[config.mk]
export PLATFORM = sky130hd
export DESIGN_NAME = regfile_mp
export DESIGN_NICKNAME = d
export VERILOG_FILES = /design/src/rtl/regfile_mp_pkg.sv /design/src/rtl/regfile_mp_scoreboard.sv /design/src/rtl/regfile_mp.sv
export SDC_FILE = /design/constraint.sdc
export NUM_CORES = 2
export LEC_CHECK = 0
export CAP_MARGIN = 5
export CORE_MARGIN = 2
export CORE_UTILIZATION = 57
export CTS_CLUSTER_DIAMETER = 200
export DETAILED_ROUTE_END_ITERATION = 16
export PLACE_DENSITY = 0.77
export SYNTH_ARGS = -nofsm -noshare
export SYNTH_HDL_FRONTEND = slang
export SYNTH_SLANG_ARGS = --single-unit
[constraint.sdc]
create_clock -name clk -period 52.8 [get_ports clk]
set_clock_uncertainty 0.05 [all_clocks]
set_input_delay 15.84 -clock clk [delete_from_list [all_inputs] [get_ports clk]]
set_output_delay 15.84 -clock clk [all_outputs]
set_load 0.005 [all_outputs]
[src/rtl/regfile_mp_pkg.sv]
// regfile_mp_pkg: rv32 register types and lexington register-file defaults
package rv32;
  localparam int REG_COUNT = 32;
  typedef logic [4:0] gpr_addr_t;
  typedef logic [31:0] word;
endpackage

package lexington;
  localparam int NUM_RD_DEF = 2;
  localparam int NUM_WR_DEF = 1;
  localparam int PEND_W_DEF = 2;
  typedef logic [PEND_W_DEF-1:0] pend_cnt_t;
  typedef struct packed {
    logic            en;
    rv32::gpr_addr_t addr;
  } rf_rd_port_t;
endpackage

[src/rtl/regfile_mp_scoreboard.sv]
// regfile_scoreboard: per-register outstanding-write counters, reservation accept and busy lookup
module regfile_scoreboard
  import rv32::*;
#(
  parameter int NUM_RD = 2,
  parameter int NUM_WR = 1,
  parameter int PEND_W = 2
) (
  input  logic                   clk,
  input  logic                   rst,
  input  logic      [NUM_RD-1:0] rd_en,
  input  gpr_addr_t [NUM_RD-1:0] rd_addr,
  input  logic      [NUM_WR-1:0] wr_en,
  input  gpr_addr_t [NUM_WR-1:0] wr_addr,
  input  logic                   rsv_en,
  input  gpr_addr_t              rsv_addr,
  input  logic                   flush,
  output logic      [NUM_RD-1:0] rd_busy,
  output logic                   rsv_ready
);
  localparam logic [PEND_W-1:0] MAX = '1;
  logic [PEND_W-1:0] r_pend [1:REG_COUNT-1];
  logic [PEND_W-1:0] w_next [1:REG_COUNT-1];
  logic [PEND_W-1:0] w_pend [REG_COUNT];
  logic              w_rsv_acc;
  int                w_sum;
  for (genvar r = 0; r < REG_COUNT; r++) begin : g_dbg
    if (r == 0) begin : g_x0
      assign w_pend[r] = '0;
    end else begin : g_xn
      assign w_pend[r] = r_pend[r];
    end
  end
  assign rsv_ready = !(rsv_en && rsv_addr != '0 && w_pend[rsv_addr] == MAX);
  assign w_rsv_acc = rsv_en && rsv_addr != '0 && rsv_ready;
  // releases below zero saturate so untracked writes stay legal
  always_comb begin
    w_sum = 0;
    for (int r = 1; r < REG_COUNT; r++) begin
      w_sum = int'(r_pend[r]) + int'(w_rsv_acc && rsv_addr == gpr_addr_t'(r));
      for (int j = 0; j < NUM_WR; j++)
        w_sum = w_sum - int'(wr_en[j] && wr_addr[j] == gpr_addr_t'(r));
      w_next[r] = (flush || w_sum < 0) ? '0 : PEND_W'(w_sum);
    end
  end
  always_comb begin
    rd_busy = '0;
    for (int i = 0; i < NUM_RD; i++)
      rd_busy[i] = rd_en[i] && rd_addr[i] != '0 && w_pend[rd_addr[i]] != '0;
  end
  always_ff @(posedge clk or posedge rst) begin
    if (rst) r_pend <= '{default: '0};
    else r_pend <= w_next;
  end
endmodule

[src/rtl/regfile_mp.sv]
// regfile_mp: multi-port integer register file with write bypass and pending-write scoreboard
module regfile_mp
  import rv32::*;
  import lexington::*;
#(
  parameter int NUM_RD = NUM_RD_DEF,
  parameter int NUM_WR = NUM_WR_DEF,
  parameter bit BYPASS = 1'b1,
  parameter int PEND_W = PEND_W_DEF
) (
  input  logic                   clk,
  input  logic                   rst,
  input  logic      [NUM_RD-1:0] rd_en,
  input  gpr_addr_t [NUM_RD-1:0] rd_addr,
  output word       [NUM_RD-1:0] rd_data,
  output logic      [NUM_RD-1:0] rd_busy,
  input  logic      [NUM_WR-1:0] wr_en,
  input  gpr_addr_t [NUM_WR-1:0] wr_addr,
  input  word       [NUM_WR-1:0] wr_data,
  input  logic                   rsv_en,
  input  gpr_addr_t              rsv_addr,
  output logic                   rsv_ready,
  input  logic                   flush
);
  word                       r_mem [1:REG_COUNT-1];
  word                       w_data [REG_COUNT];
  rf_rd_port_t [NUM_RD-1:0]  w_rd;
  for (genvar r = 0; r < REG_COUNT; r++) begin : g_dbg
    if (r == 0) begin : g_x0
      assign w_data[r] = '0;
    end else begin : g_xn
      assign w_data[r] = r_mem[r];
    end
  end
  // later write ports overwrite earlier ones on an address conflict
  always_ff @(posedge clk or posedge rst) begin
    if (rst) r_mem <= '{default: '0};
    else
      for (int j = 0; j < NUM_WR; j++)
        if (wr_en[j] && wr_addr[j] != '0) r_mem[wr_addr[j]] <= wr_data[j];
  end
  always_comb begin
    rd_data = '0;
    for (int i = 0; i < NUM_RD; i++) begin
      w_rd[i] = '{en: rd_en[i], addr: rd_addr[i]};
      if (w_rd[i].en && w_rd[i].addr != '0 && !rst) begin
        rd_data[i] = w_data[w_rd[i].addr];
        for (int j = 0; j < NUM_WR; j++)
          if (BYPASS && wr_en[j] && wr_addr[j] == w_rd[i].addr) rd_data[i] = wr_data[j];
      end
    end
  end
  regfile_scoreboard #(.NUM_RD(NUM_RD), .NUM_WR(NUM_WR), .PEND_W(PEND_W)) u_sb (
    .clk       (clk),
    .rst       (rst),
    .rd_en     (rd_en),
    .rd_addr   (rd_addr),
    .wr_en     (wr_en),
    .wr_addr   (wr_addr),
    .rsv_en    (rsv_en),
    .rsv_addr  (rsv_addr),
    .flush     (flush),
    .rd_busy   (rd_busy),
    .rsv_ready (rsv_ready)
  );
endmodule

---- After elaboration in Yosys (flattened, before gate mapping) ----
Index checks and enable logic that the tools add are counted.
storage, ports and cells
  memory bits (writable) .................. 0
  word-level logic and storage cells ...... 396
  input bits .............................. 59
  memories ................................ 0
  output and inout bits ................... 67
  latch bits .............................. 0
  register bits after elaboration ......... 1,054
  memory bits (read-only) ................. 0
cells by class
  bitwise logic cells ..................... 4
  add/sub/neg operators ................... 62
  divide/modulo/power cells ............... 0
  equality and inequality tests ........... 65
  shift operators ......................... 0
  multiplexer cells ....................... 53
  order comparisons ....................... 36
  multipliers ............................. 0
  reduce and logical (&&, ||, !) cells .... 114
operators with widths
  operator               number
  $bwmux W992            1
  $lt A32 B1 Y1 const B  31
  $sub A32 B2 Y32        31
  $bmux W32 S5           2
  $mux W32               9
  $demux W32 S5          1
  $eq A5 B5 Y1 const B   32
  $add A2 B1 Y3          31
  $eq A5 B4 Y1 const B   16
  $logic_and A1 B1 Y1    75
  $mux W2                37
  $eq A5 B3 Y1 const B   8
  $logic_or A1 B1 Y1     31
  $bmux W2 S5            3
  $ge A6 B6 Y1 const B   4
  $not A5 Y6             4
  $eq A5 B2 Y1 const B   4
  $reduce_bool A5 Y1     4
  $eq A5 B1 Y1 const B   2
  $eq A5 B5 Y1           2
  $lt A6 B1 Y1 const B   1
  $reduce_bool A2 Y1     2
  $eq A2 B2 Y1 const B   1
  $logic_not A1 Y1       2

---- Longest topological paths before layout ----
  depth in word-level cells ............... 14
  gate-level depth with buffers ........... 16
  gate-level depth less buffers ........... 12

---- By module ----
A second synthesis with hierarchy kept.
second synthesis, totals
  cells, all modules ...................... 4,291
  area total of the unflattened synthesis .. 59,311.9 um^2
modules (own cells, without submodules)
  module              instances  cells each  area each (um^2)
  regfile_mp          1          3,660       53,901.7
  regfile_scoreboard  1          631         5,410.2

---- Worst setup path after synthesis ----
Ideal clock, no wire load.
  path kind ............................... input -> output
  start ................................... input rst
  end ..................................... output rd_data[58] (netlist name)
  stages .................................. 3
  setup slack ............................. -1.302 ns
  buffers on the path ..................... 0
  arrival ................................. 38.212 ns
  required time ........................... 36.910 ns
  cell sequence ........................... inv_1 > nand2b_1 > a31oi_1
RTL lines
  element          RTL line          source
  start, declared  regfile_mp.sv:12  input logic rst,
  end, declared    regfile_mp.sv:15  output word [NUM_RD-1:0] rd_data,

==> impl_metrics.py <==
metrics = {
    "yosys": {
        "yosysUniqueCellTypes": 68,
        "synthCells": 4759,
        "netlist_area_mm2": 0.0598,
        "synthFlopType": "dfrtp_1",
        "yosys_warnings": 0,
        "ys_seq_elements": 1054,
        "yosysSeqAreaShare_pct": 44.1,
        "synth-async-reset-ratio_pct": 100,
        "synth-edff-count": 0,
        "synth.net_count": 4911,
        "syn_avg_cell_area_um2": 12.6,
    },
    "timing": {
        "relSlewSlack_pct": 7.47,
        "final_max_slew_viol_count": 0,
        "rsz0062_at_grt": "false",
        "layout_setup_ws_ns": 16.24,
        "final-hold-violation-count": 0,
        "fmax_ghz": 0.0274,
        "period_needed_ns": 36.56,
        "setup_tns_ns": 0,
        "setup_viol": 0,
        "fin_hold_ws_ns": 0.459,
        "fin_crit_sh_pct": 69.2,
        "worst_pin_slew_ns": 1.39,
    },
    "grt": {
        "grt_max_degree": 177,
        "antenna_found_initial": 14,
        "grt_overflow": 0,
        "grt_pass1_vias": 44285,
        "grt.total_usage_pct": 36.8,
        "grt_first_pass_wirelength_um": 293000,
    },
    "critical_path": {
        "worstPathArrival_ns": 20.67,
        "critPathLaunchType": "primary input",
        "critPathCaptureType": "primary output",
        "cp_data_required_time_ns": 36.91,
        "r2r_slack_ns": 49.81,
        "crit_type": "in2out",
        "rr_startpoint": "u_sb.r_pend[38]",
        "r2r_cells": 13,
        "cp_max_fo": 51,
        "r2r_end": "u_sb.r_pend[13]",
    },
    "pwr": {
        "leakage_nw": 28.3,
        "total_power_mw": 2.35,
        "max-vdd-ir-drop_uv": 32.6,
        "power_density_mw_per_mm2": 35.7,
    },
    "finish": {
        "stdcell_area_mm2": 0.0657,
        "fill_cells": 7669,
        "syn_to_final_growth_pct": 9.87,
        "instances_no_fill": 6149,
        "nets": 4821,
        "final_cell_mix": "mux2_2, dfrtp_1, mux4_2",
        "drive_gt1_share_pct": 38.4,
        "final_util_pct": 63.3,
        "final_common_cell": "mux2_2",
        "multi_input_area_mm2": 0.0310,
        "ff_latch_area_mm2": 0.0264,
    },
    "placed_design": {
        "gp_congestion": 0.894,
        "portBuffers": 125,
        "dp.final_hpwl_um": 114000,
        "preCtsSetupSlack_ns": 16.51,
        "placedCellCount": 5936,
        "dpl_cell_area_mm2": 0.0620,
    },
    "hold_path": {
        "min_path_cells": 2,
        "worstHoldStart": "r_mem[920]",
        "hold_class": "reg2reg",
        "min_to": "r_mem[920]",
    },
    "detailed_routing": {
        "viasPerCell": 7.27,
        "dr.pass1.iters": 5,
        "drtIter0Drc": 6602,
        "route.detailed.drc": 0,
        "wirelength_um": 199000,
        "postRouteAntennaNets": 0,
        "wire_per_inst_um": 32.3,
        "num_vias": 44703,
    },
    "cts": {
        "cts_resized": 0,
        "cts_made_buffers": 110,
        "tritoncts": "done",
        "path_clk_slew_ns": 0.06,
        "cts.hold.buffers_added": 0,
        "clock_latency_ns": 0.71,
        "cts.path.max_buffers": 3,
        "cts_setup_buffers": 0,
        "cts-root-buf": "clkbuf_16",
        "cts.sinks": 1054,
        "cts_max_level": 3,
    },
    "floorplanning": {
        "ios": 126,
        "rows": 118,
        "die_h_um": 328,
        "core-area_mm2": 0.104,
        "dieArea_mm2": 0.108,
        "die_w_um": 328,
        "initial_core_util_pct": 57.6,
    },
    "outcome": {
        "status": "finished clean",
    },
    "run": {
        "maxCapViolCount": 0,
    },
}
==> Yosys cell counts, drive strengths merged, types with 6 or more instances <==
cell,number,area [um2]
a21o,8,60.1
nand2,310,1160
a22oi,84,631
nand2b,16,100
a211oi,85,638
dfrtp,1054,26400
inv,134,503
o311ai,35,307
a22o,14,123
nor4,22,156
and3,10,62.6
a221oi,22,193
o21ai,63,315
nor3,73,375
a21oi,126,631
xnor2,6,52.6
mux4,342,7700
o211ai,6,45.0
buf,251,1330
o221a,6,67.6
nor2,202,758
and2,7,43.8
a31oi,9,56.3
ha,93,1160
mux2i,179,1790
mux2,1096,12300
nand3b,10,75.1
o221ai,30,269
clkbuf,213,800
nor2b,67,419
o22ai,63,394
nand3,44,220
a2111oi,23,201
==> worst max path at each step <==
stage                     cells after the start        from          end  slack [ns]
after floorplan                               3         rst  rd_data[58]        5.50
after global placement                        8  rd_addr[0]   rd_data[6]       16.26
after detailed placement                     10  rd_addr[1]  rd_data[25]       16.51
after CTS                                    10  rd_addr[1]  rd_data[25]       16.50
after global routing                         10  rd_addr[1]  rd_data[16]       16.32
final                                        10  rd_addr[1]  rd_data[11]       16.24
==> registers in the layout, summed over array words and instances, names as in the netlist <==
name	count
u_sb.r_pend	62
r_mem	992
==> per-layer routing <==
layer / vias up / global-route usage (%) / part of all wire, %
met3: 841 / 11.9 / 13
met2: 3338 / 53.7 / 44
met5: - / 0 / 0.045
met4: 16 / 19.8 / 6.1
met1: 22930 / 49.1 / 37
li1: 17578 / - / -
==> worst max-delay path, cell delays in order <==
cell and delay, ns:
buf_8 0.35, buf_4 0.81, buf_4 0.72, nor2b_4 0.43, buf_4 0.55, a22oi_1 0.18
o221ai_1 0.20, a32oi_1 0.12, a21oi_1 0.70, clkdlybuf4s50_1 0.65
==> power breakdown <==
group / switching (mW) / internal (mW) / total, mW
clock network: 0.339 / 0.460 / 0.799
logic: 0.208 / 0.268 / 0.476
registers: 0.116 / 0.958 / 1.07
total: 0.662 / 1.69 / 2.35
==> cell families (layout without fill, tap and decap cells) <==
| family | count (synthesis) | in the layout | synth area share [%] |
|---|---|---|---|
| AO/OA/AOI/OAI | 601 | 601 | 6.98 |
| XOR/XNOR | 10 | 10 | 0.146 |
| adder cells (fa/ha/maj) | 93 | 93 | 1.95 |
| buffers and inverters | 600 | 600 | 4.40 |
| flip-flops | 1054 | 1054 | 44.1 |
| multiplexers | 1617 | 1617 | 36.5 |
| other | 0 | 10 | 0 |
| AND/OR/NAND/NOR | 784 | 784 | 5.93 |
==> cell type report <==
| type | count | area share (%) |
|---|---|---|
| multi-input combinational | 3105 | 47.2 |
| sequential | 1054 | 40.1 |
| clock buffer | 168 | 5.04 |
| timing repair buffer | 262 | 3.59 |
| tap | 1380 | 2.63 |
| inverter | 136 | 0.788 |
| clock inverter | 34 | 0.543 |
| antenna | 10 | 0.0381 |
(Power assumes the default switching activity.)
